$ cat config.mk
export PLATFORM = sky130hd
export DESIGN_NAME = mem_arbiter
export DESIGN_NICKNAME = d
export VERILOG_FILES = /design/src/rtl/mem_arbiter.sv
export SDC_FILE = /design/constraint.sdc
export NUM_CORES = 1
export LEC_CHECK = 0
export CORE_MARGIN = 2
export CORE_UTILIZATION = 33
export DETAILED_ROUTE_END_ITERATION = 16
export PLACE_DENSITY_LB_ADDON = 0.2
export SKIP_LAST_GASP = 1
export SYNTH_ARGS = -nofsm -noshare
export SYNTH_HDL_FRONTEND = slang
export SYNTH_SLANG_ARGS = --single-unit
$ cat constraint.sdc
create_clock -name clk -period 1.6 [get_ports clk]
set_clock_uncertainty 0.05 [all_clocks]
set_input_delay 0.24 -clock clk [delete_from_list [all_inputs] [get_ports clk]]
set_output_delay 0.24 -clock clk [all_outputs]
set_load 0.01 [all_outputs]
$ cat src/rtl/mem_arbiter.sv
// mem_arbiter: shares one memory port between the IFU (read-only) and the
// LSU (read/write). One transaction in flight at a time, round-robin on
// contention, and a RESP-phase timeout that turns a hung memory into an
// error response instead of a silent stall.
module mem_arbiter #(
    parameter int TIMEOUT = 255,
    parameter int CNT_W   = 16
) (
    input  logic        clk,
    input  logic        rst,
    // IFU port
    input  logic        ifu_req_valid,
    output logic        ifu_req_ready,
    input  logic [31:0] ifu_addr,
    output logic        ifu_resp_valid,
    output logic [31:0] ifu_rdata,
    output logic        ifu_resp_err,
    // LSU port
    input  logic        lsu_req_valid,
    output logic        lsu_req_ready,
    input  logic [31:0] lsu_addr,
    input  logic        lsu_wen,
    input  logic [31:0] lsu_wdata,
    input  logic [3:0]  lsu_wmask,
    output logic        lsu_resp_valid,
    output logic [31:0] lsu_rdata,
    output logic        lsu_resp_err,
    // memory port
    output logic        mem_req_valid,
    input  logic        mem_req_ready,
    output logic [31:0] mem_addr,
    output logic        mem_wen,
    output logic [31:0] mem_wdata,
    output logic [3:0]  mem_wmask,
    input  logic        mem_resp_valid,
    input  logic [31:0] mem_rdata
);

    typedef enum logic [1:0] {
        IDLE = 2'd0,
        REQ  = 2'd1,
        RESP = 2'd2
    } state_t;

    // Grant encoding: 0 = IFU, 1 = LSU.
    localparam logic GNT_IFU = 1'b0;
    localparam logic GNT_LSU = 1'b1;

    localparam logic [CNT_W-1:0] CNT_LAST = CNT_W'(TIMEOUT - 1);

    state_t           state_q, state_d;
    logic             grant_q, grant_d;
    logic             last_grant_q, last_grant_d;
    logic [CNT_W-1:0] cnt_q, cnt_d;
    logic [31:0]      addr_q, addr_d;
    logic             wen_q, wen_d;
    logic [31:0]      wdata_q, wdata_d;
    logic [3:0]       wmask_q, wmask_d;

    logic ifu_win;
    logic lsu_win;
    logic in_idle;
    logic in_resp;
    logic timeout_hit;
    logic resp_fire;
    logic resp_err;
    logic [31:0] resp_data;

    // Arbitration and upstream handshakes; reset suppresses every strobe so a
    // transaction cut by reset never reports anything.
    always_comb begin
        ifu_win     = ifu_req_valid && (!lsu_req_valid || (last_grant_q == GNT_LSU));
        lsu_win     = lsu_req_valid && (!ifu_req_valid || (last_grant_q == GNT_IFU));
        in_idle     = (state_q == IDLE) && !rst;
        in_resp     = (state_q == RESP) && !rst;
        timeout_hit = (cnt_q == CNT_LAST);
        // A real response in the timeout cycle takes priority over the error.
        resp_fire   = in_resp && (mem_resp_valid || timeout_hit);
        resp_err    = !mem_resp_valid;
        resp_data   = mem_resp_valid ? mem_rdata : 32'h0;

        ifu_req_ready  = in_idle && ifu_win;
        lsu_req_ready  = in_idle && lsu_win;

        ifu_resp_valid = resp_fire && (grant_q == GNT_IFU);
        ifu_rdata      = ifu_resp_valid ? resp_data : 32'h0;
        ifu_resp_err   = ifu_resp_valid && resp_err;

        lsu_resp_valid = resp_fire && (grant_q == GNT_LSU);
        lsu_rdata      = lsu_resp_valid ? resp_data : 32'h0;
        lsu_resp_err   = lsu_resp_valid && resp_err;

        mem_req_valid  = (state_q == REQ);
        mem_addr       = addr_q;
        mem_wen        = wen_q;
        mem_wdata      = wdata_q;
        mem_wmask      = wmask_q;
    end

    // Next-state logic for the IDLE -> REQ -> RESP transaction sequence.
    always_comb begin
        state_d      = state_q;
        grant_d      = grant_q;
        last_grant_d = last_grant_q;
        cnt_d        = cnt_q;
        addr_d       = addr_q;
        wen_d        = wen_q;
        wdata_d      = wdata_q;
        wmask_d      = wmask_q;

        case (state_q)
            IDLE: begin
                if (lsu_win) begin
                    addr_d       = lsu_addr;
                    wen_d        = lsu_wen;
                    wdata_d      = lsu_wdata;
                    wmask_d      = lsu_wmask;
                    grant_d      = GNT_LSU;
                    last_grant_d = GNT_LSU;
                    state_d      = REQ;
                end else if (ifu_win) begin
                    addr_d       = ifu_addr;
                    wen_d        = 1'b0;
                    wdata_d      = 32'h0;
                    wmask_d      = 4'h0;
                    grant_d      = GNT_IFU;
                    last_grant_d = GNT_IFU;
                    state_d      = REQ;
                end
            end
            REQ: begin
                if (mem_req_ready) begin
                    cnt_d   = '0;
                    state_d = RESP;
                end
            end
            RESP: begin
                cnt_d = cnt_q + CNT_W'(1);
                if (mem_resp_valid || timeout_hit) begin
                    state_d = IDLE;
                end
            end
            default: begin
                state_d = IDLE;
            end
        endcase
    end

    // State registers; reset drops any in-flight transaction.
    always_ff @(posedge clk) begin
        if (rst) begin
            state_q      <= IDLE;
            grant_q      <= GNT_IFU;
            last_grant_q <= GNT_IFU;
            cnt_q        <= '0;
            addr_q       <= 32'h0;
            wen_q        <= 1'b0;
            wdata_q      <= 32'h0;
            wmask_q      <= 4'h0;
        end else begin
            state_q      <= state_d;
            grant_q      <= grant_d;
            last_grant_q <= last_grant_d;
            cnt_q        <= cnt_d;
            addr_q       <= addr_d;
            wen_q        <= wen_d;
            wdata_q      <= wdata_d;
            wmask_q      <= wmask_d;
        end
    end

endmodule

==> flow_summary_export.csv <==
group,metric,value,unit
cells_and_area,area_growth,118,%
routing,drc,0,
min_path,min_path_type,"in -> reg",
global_routing,grt_usage,0.241,
global_routing,grt_overflow,0,
clock_network,clkTransAtPathRegs,0.06,ns
routing,wire_per_inst,19.6,um
yosys,avgSynthCellArea,9.39,um2
clock_network,cts_tree,"done",
die,fp.dieH,117,um
timing,min_period_over_period,1.33,
setup_path,crit_chain,"nor3b_4 -> buf_4 -> and3_4 -> buf_12 -> buf_8 -> buf_6 -> and2_1 -> buf_2",
yosys,synth_edf_count,0,
yosys,yosysSeqAreaShare,0.422,
clock_network,cts_buffers,9,
power_and_ir_drop,internal-power,4.90,mW
setup_path,arrival,1.83,ns
status,outcome,"finished, violations left",
placed_design,gp_congestion,0.889,
power_and_ir_drop,p_sw,1.89,mW
timing,tightest_slew,0.768,ns
placed_design,numPortBuffers,278,
timing,setup_viol,136,
die,start_util,0.335,
die,ioPinCount,279,
yosys,synth_cells,445,
die,dieArea,13600,um2
placed_design,dp_slack,-0.590,ns
timing,min_period,2.12,ns
routing,ant_nets,0,
timing,finalWorstSetupSlack,-0.522,ns
global_routing,grt_max_degree,48,
routing,viasPerCell,5.18,
routing,routed_wirelength,19.0,mm
timing,slew_headroom,0.488,
yosys,synth_cell_type_count,44,
power_and_ir_drop,powerDensity,746,nW/um2
clock_network,cts_buffer_depth,2,
yosys,synth.cell_area,4180,um2
placed_design,post-dp-hpwl,12.0,mm
power_and_ir_drop,pwr-share-seq,0.370,
timing,slew_viol_final,0,
yosys,ys.flop_type,"dfxtp_1",
cells_and_area,layout-drive-gt1-share,0.419,
clock_network,ctsHoldBuffers,0,
cells_and_area,fillCellCount,874,
timing,rsz0062_at_grt,"yes",
power_and_ir_drop,ir_drop,621,uV
clock_network,htree_levels,3,
cells_and_area,final_net_count,933,
power_and_ir_drop,power_leakage,4.01,nW
power_and_ir_drop,power_frac_clock,0.336,
setup_path,path_max_fanout,5,
power_and_ir_drop,comb_power_share,0.295,
timing,hold_viol,0,
yosys,synth_nets,586,
setup_path,critPathMaxStageDelay,0.34,ns
timing,fmax,471,MHz
die,chipWidth,117,um
timing,fin_setup_tns,-31.42,ns
cells_and_area,fin_util,0.731,
setup_path,critPathSlowestCell,"dfxtp_2",
yosys,yosys_register_bits,88,
power_and_ir_drop,p_sw_frac,0.278,
yosys,ys_async_sr_fraction,0,
setup_path,cp.required,1.31,ns
setup_path,end_kind,"output port",
global_routing,antenna_found_initial,1,
global_routing,grt_pass1_wl,25.2,mm
clock_network,clockRootBuffer,"clkbuf_16",
routing,drt_pre_antenna_iters,4,
global_routing,grt_pass1_vias,4775,
setup_path,path_class,"reg -> out",
status,violations,"setup timing",
die,row_count,41,
clock_network,cts_sinks,88,
cells_and_area,mostFrequentLayoutCell,"clkdlybuf4s50_1",
run,drv_cap,0,
cells_and_area,final_cell_mix,"clkdlybuf4s50_1, dfxtp_1, buf_6",
setup_path,reg2reg_slack,-0.11,ns
setup_path,startpoint_type,"flop",
routing,vias,5023,
yosys,yosysWarningCount,0,
clock_network,worstSkewPairLatency,0.34,ns
routing,drt_iter0_markers,244,
die,core,12500,um2
cell families after synthesis:
family | Yosys count | synth area share
adders and majority gates | 2 | 0.00599
buffers and inverters | 43 | 0.0533
AOI/OAI and AO/OA | 111 | 0.212
muxes | 33 | 0.0791
DFF | 88 | 0.422
and+or+nand+nor | 168 | 0.228
per-stage QoR:
| stage | power, mW | std cells | area (um2) | hold slack [ns] |
|---|---|---|---|---|
| finish | 6.79 | 970 | 9110 | 0.0975 |
| global route | 7.03 | 970 | 9110 | 0.0893 |
| CTS | 6.65 | 948 | 8430 | 0.0965 |
| detailed placement | 3.98 | 903 | 7380 | 0.405 |
| floorplan | 3.09 | 445 | 4190 | 0.323 |
| global placement | 3.95 | 903 | 7380 | 0.406 |
state kept, by name (all words and copies together), names as in the netlist:
signal and cells:
cnt_q 16, mem_wmask 4, last_grant_q 1, mem_addr 32, state_q 2, mem_wen 1, mem_wdata 32
critical path: cells and delay by family (launching register included):
family / cells / cell delay, ns
DFF: 1 / 0.34
and+or+nand+nor: 3 / 0.54
buffers and inverters: 5 / 0.62
power by group through the flow:
stage / logic, mW / clock network [mW] / registers (mW)
final: 2.00 / 2.28 / 2.51
after global routing: 2.10 / 2.40 / 2.53
after CTS: 1.85 / 2.30 / 2.50
after detailed placement: 1.47 / 0 / 2.51
after global placement: 1.45 / 0 / 2.50
after floorplan: 0.516 / 0 / 2.58
metal layers:
| metal | vias to the layer above | track usage | wire length (um) |
|---|---|---|---|
| li1 | 2316 | - | - |
| met1 | 2387 | 0.258 | 6760 |
| met2 | 255 | 0.442 | 9910 |
| met3 | 65 | 0.0649 | 1470 |
| met4 | 0 | 0.105 | 879 |
| met5 | - | 0 | 0 |
area by class of cell:
class	instances	area, um2	area share
Sequential cell	88	1770	0.195
Timing Repair Buffer	374	3960	0.434
Inverter	5	18.8	0.00206
Antenna cell	1	2.50	0.000275
Clock inverter	6	92.6	0.0102
Tap cell	172	215	0.0236
Clock buffer	10	229	0.0251
Multi-Input combinational cell	314	2820	0.310
path summary, 6_finish.rpt:
path                                       to  depth (start not counted)          from
worst min register to register   mem_wmask[1]                          1  mem_wmask[1]
worst min-delay path               state_q[1]                          2           rst
worst max register to register  mem_wdata[20]                          8    state_q[1]
worst max-delay path             lsu_rdata[3]                          8    state_q[1]
repair_timing:
action                     CTS  global route
buffers inserted            25            21
gates cloned                 6             9
pin swaps                   35            55
setup endpoints to repair  103           178
gates resized for setup    257           302
synthesized netlist by cell type (all sizes together) (4+ instances only):
library cell | instances | area share
clkbuf | 5 | 0.0045
nand4 | 6 | 0.0090
nor2 | 50 | 0.046
dfxtp | 88 | 0.42
nor3 | 5 | 0.0072
a22o | 37 | 0.078
a31oi | 6 | 0.0090
buf | 33 | 0.044
nand3 | 5 | 0.0060
and2 | 65 | 0.097
mux2i | 33 | 0.079
and3 | 4 | 0.0060
a21oi | 14 | 0.019
nor4 | 4 | 0.0060
o21ai | 9 | 0.011
a211oi | 35 | 0.075
and4 | 4 | 0.0084
nand2 | 8 | 0.0072
inv | 5 | 0.0045
Power figures use the tool's default switching activity.
==> variant, RTL diff (same flow settings) <==
Set the parameter `CNT_W` to 32 (it was 16).
--- a/src/rtl/mem_arbiter.sv
+++ b/src/rtl/mem_arbiter.sv
@@ -4,7 +4,7 @@
 // error response instead of a silent stall.
 module mem_arbiter #(
     parameter int TIMEOUT = 255,
-    parameter int CNT_W   = 16
+    parameter int CNT_W   = 32
 ) (
     input  logic        clk,
     input  logic        rst,
Check against the original RTL: same outputs for any inputs over 4 cycles, from zero or initial values and one cycle with rst high; that may be too few to reach the edited logic, so the function may still have changed.
==> variant against the unedited design <==
- first-iteration DRC count up 39%
- non-clock buffer count up 54
- maximum frequency decreased by 11%
- utilization down 1.3 points
- area after synthesis is 18% higher
- total power increased by 2.9%
- critical path depth up 1
- worst setup slack got worse by 0.27 ns
- wire length increased by 17%
- the run still ends with negative setup slack left
- sequential cell count up 16
- final area grew 15%
==> variant: results <==
<?xml version="1.0" encoding="UTF-8"?>
<metrics>
  <group name="finish">
    <metric name="final_util" unit="%">71.7</metric>
    <metric name="finish.cell_count_without_fillers" unit="">1144</metric>
    <metric name="filler_cell_count" unit="">1022</metric>
  </group>
  <group name="outcome">
    <metric name="failed_checks" unit="">negative setup slack</metric>
    <metric name="status" unit="">finished, violations left</metric>
  </group>
  <group name="power">
    <metric name="power.share.sequential" unit="%">40.8</metric>
    <metric name="power.combinational.fraction" unit="%">26.4</metric>
    <metric name="p_sw" unit="mW">1.90</metric>
  </group>
  <group name="synthesis">
    <metric name="netlist-cell-type-count" unit="">51</metric>
    <metric name="synthXorXnorAreaFrac" unit="%">0.177</metric>
    <metric name="synth_top_cells_by_area" unit="">dfxtp_1 42%, and2_1 8.4%, a22o_1 6.6%</metric>
    <metric name="yosys-top-cells-count" unit="">104 x dfxtp_1, 66 x and2_1, 61 x nor2_1</metric>
    <metric name="synth_cells" unit="">557</metric>
    <metric name="synth_sequential_area_ratio" unit="%">42.2</metric>
    <metric name="synth_mux_area_share" unit="%">7.40</metric>
    <metric name="mappedNetlistNets" unit="">698</metric>
  </group>
  <group name="timing">
    <metric name="final_ws_setup" unit="ns">-0.796</metric>
    <metric name="setup_viol_count_final" unit="">168</metric>
    <metric name="slew_headroom" unit="%">68.6</metric>
    <metric name="totalNegativeSetupSlack" unit="ns">-45.56</metric>
  </group>
  <group name="global_route">
    <metric name="first_global_vias" unit="">5915</metric>
    <metric name="grt_start_max_net_pins" unit="">39</metric>
    <metric name="total_grt_usage" unit="%">24.2</metric>
    <metric name="grt_pass1_wl" unit="mm">30.9</metric>
  </group>
  <group name="clock_tree">
    <metric name="cts_setup_buffers" unit="">35</metric>
  </group>
  <group name="setup_path">
    <metric name="setup.worst_path.start" unit="">cnt_q[0]</metric>
    <metric name="timing.critical_path.fanout_max" unit="">2</metric>
    <metric name="arrival_time_worst_endpoint" unit="ns">2.11</metric>
    <metric name="critical_path.top_delay_family" unit="">simple AND/OR/NAND/NOR gates</metric>
    <metric name="endpoint_of_the_worst_setup_timing_path" unit="">ifu_resp_err</metric>
    <metric name="crit-reg2reg-launch" unit="">cnt_q[8]</metric>
    <metric name="worst_r2r_endpoint" unit="">cnt_q[31]</metric>
    <metric name="rrSetupSlack" unit="ns">-0.40</metric>
  </group>
  <group name="detailed_routing">
    <metric name="wl_met1" unit="mm">8.56</metric>
    <metric name="postRouteWirelength" unit="mm">22.3</metric>
    <metric name="initialDrtViolationCount" unit="">340</metric>
  </group>
</metrics>
==> variant: cell types whose count changed after synthesis, moves of 8 or more <==
cell / delta
nand3_1: +14
nor2_1: +12
clkbuf_1: +27
dfxtp_1: +16
o21ai_0: +14
nand2_1: +16
a21oi_1: +8
buf_2: -20
a211oi_2: -10
==> variant: area by class of cell <==
| cell class | count | area share (%) |
|---|---|---|
| Clock buffer | 10 | 2.19 |
| Sequential cell | 104 | 20.2 |
| Timing Repair Buffer | 428 | 42.8 |
| Tap cell | 184 | 2.20 |
| Clock inverter | 6 | 0.705 |
| Inverter | 7 | 0.251 |
| Multi-Input combinational cell | 405 | 31.7 |
==> variant: routing by layer <==
layer  track usage, %  vias up
met3             5.27       55
met1             28.5     2903
met4             9.05        0
met2             43.2      233
li1                 -     2836
met5                0        -
==> variant: worst register-to-register path: cells and delay by family, from the launching register on <==
family	cells	cell delay [ns]
AOI/OAI and AO/OA	1	0.20
DFF	1	0.36
and+or+nand+nor	4	1.12
buffers and inverters	2	0.20
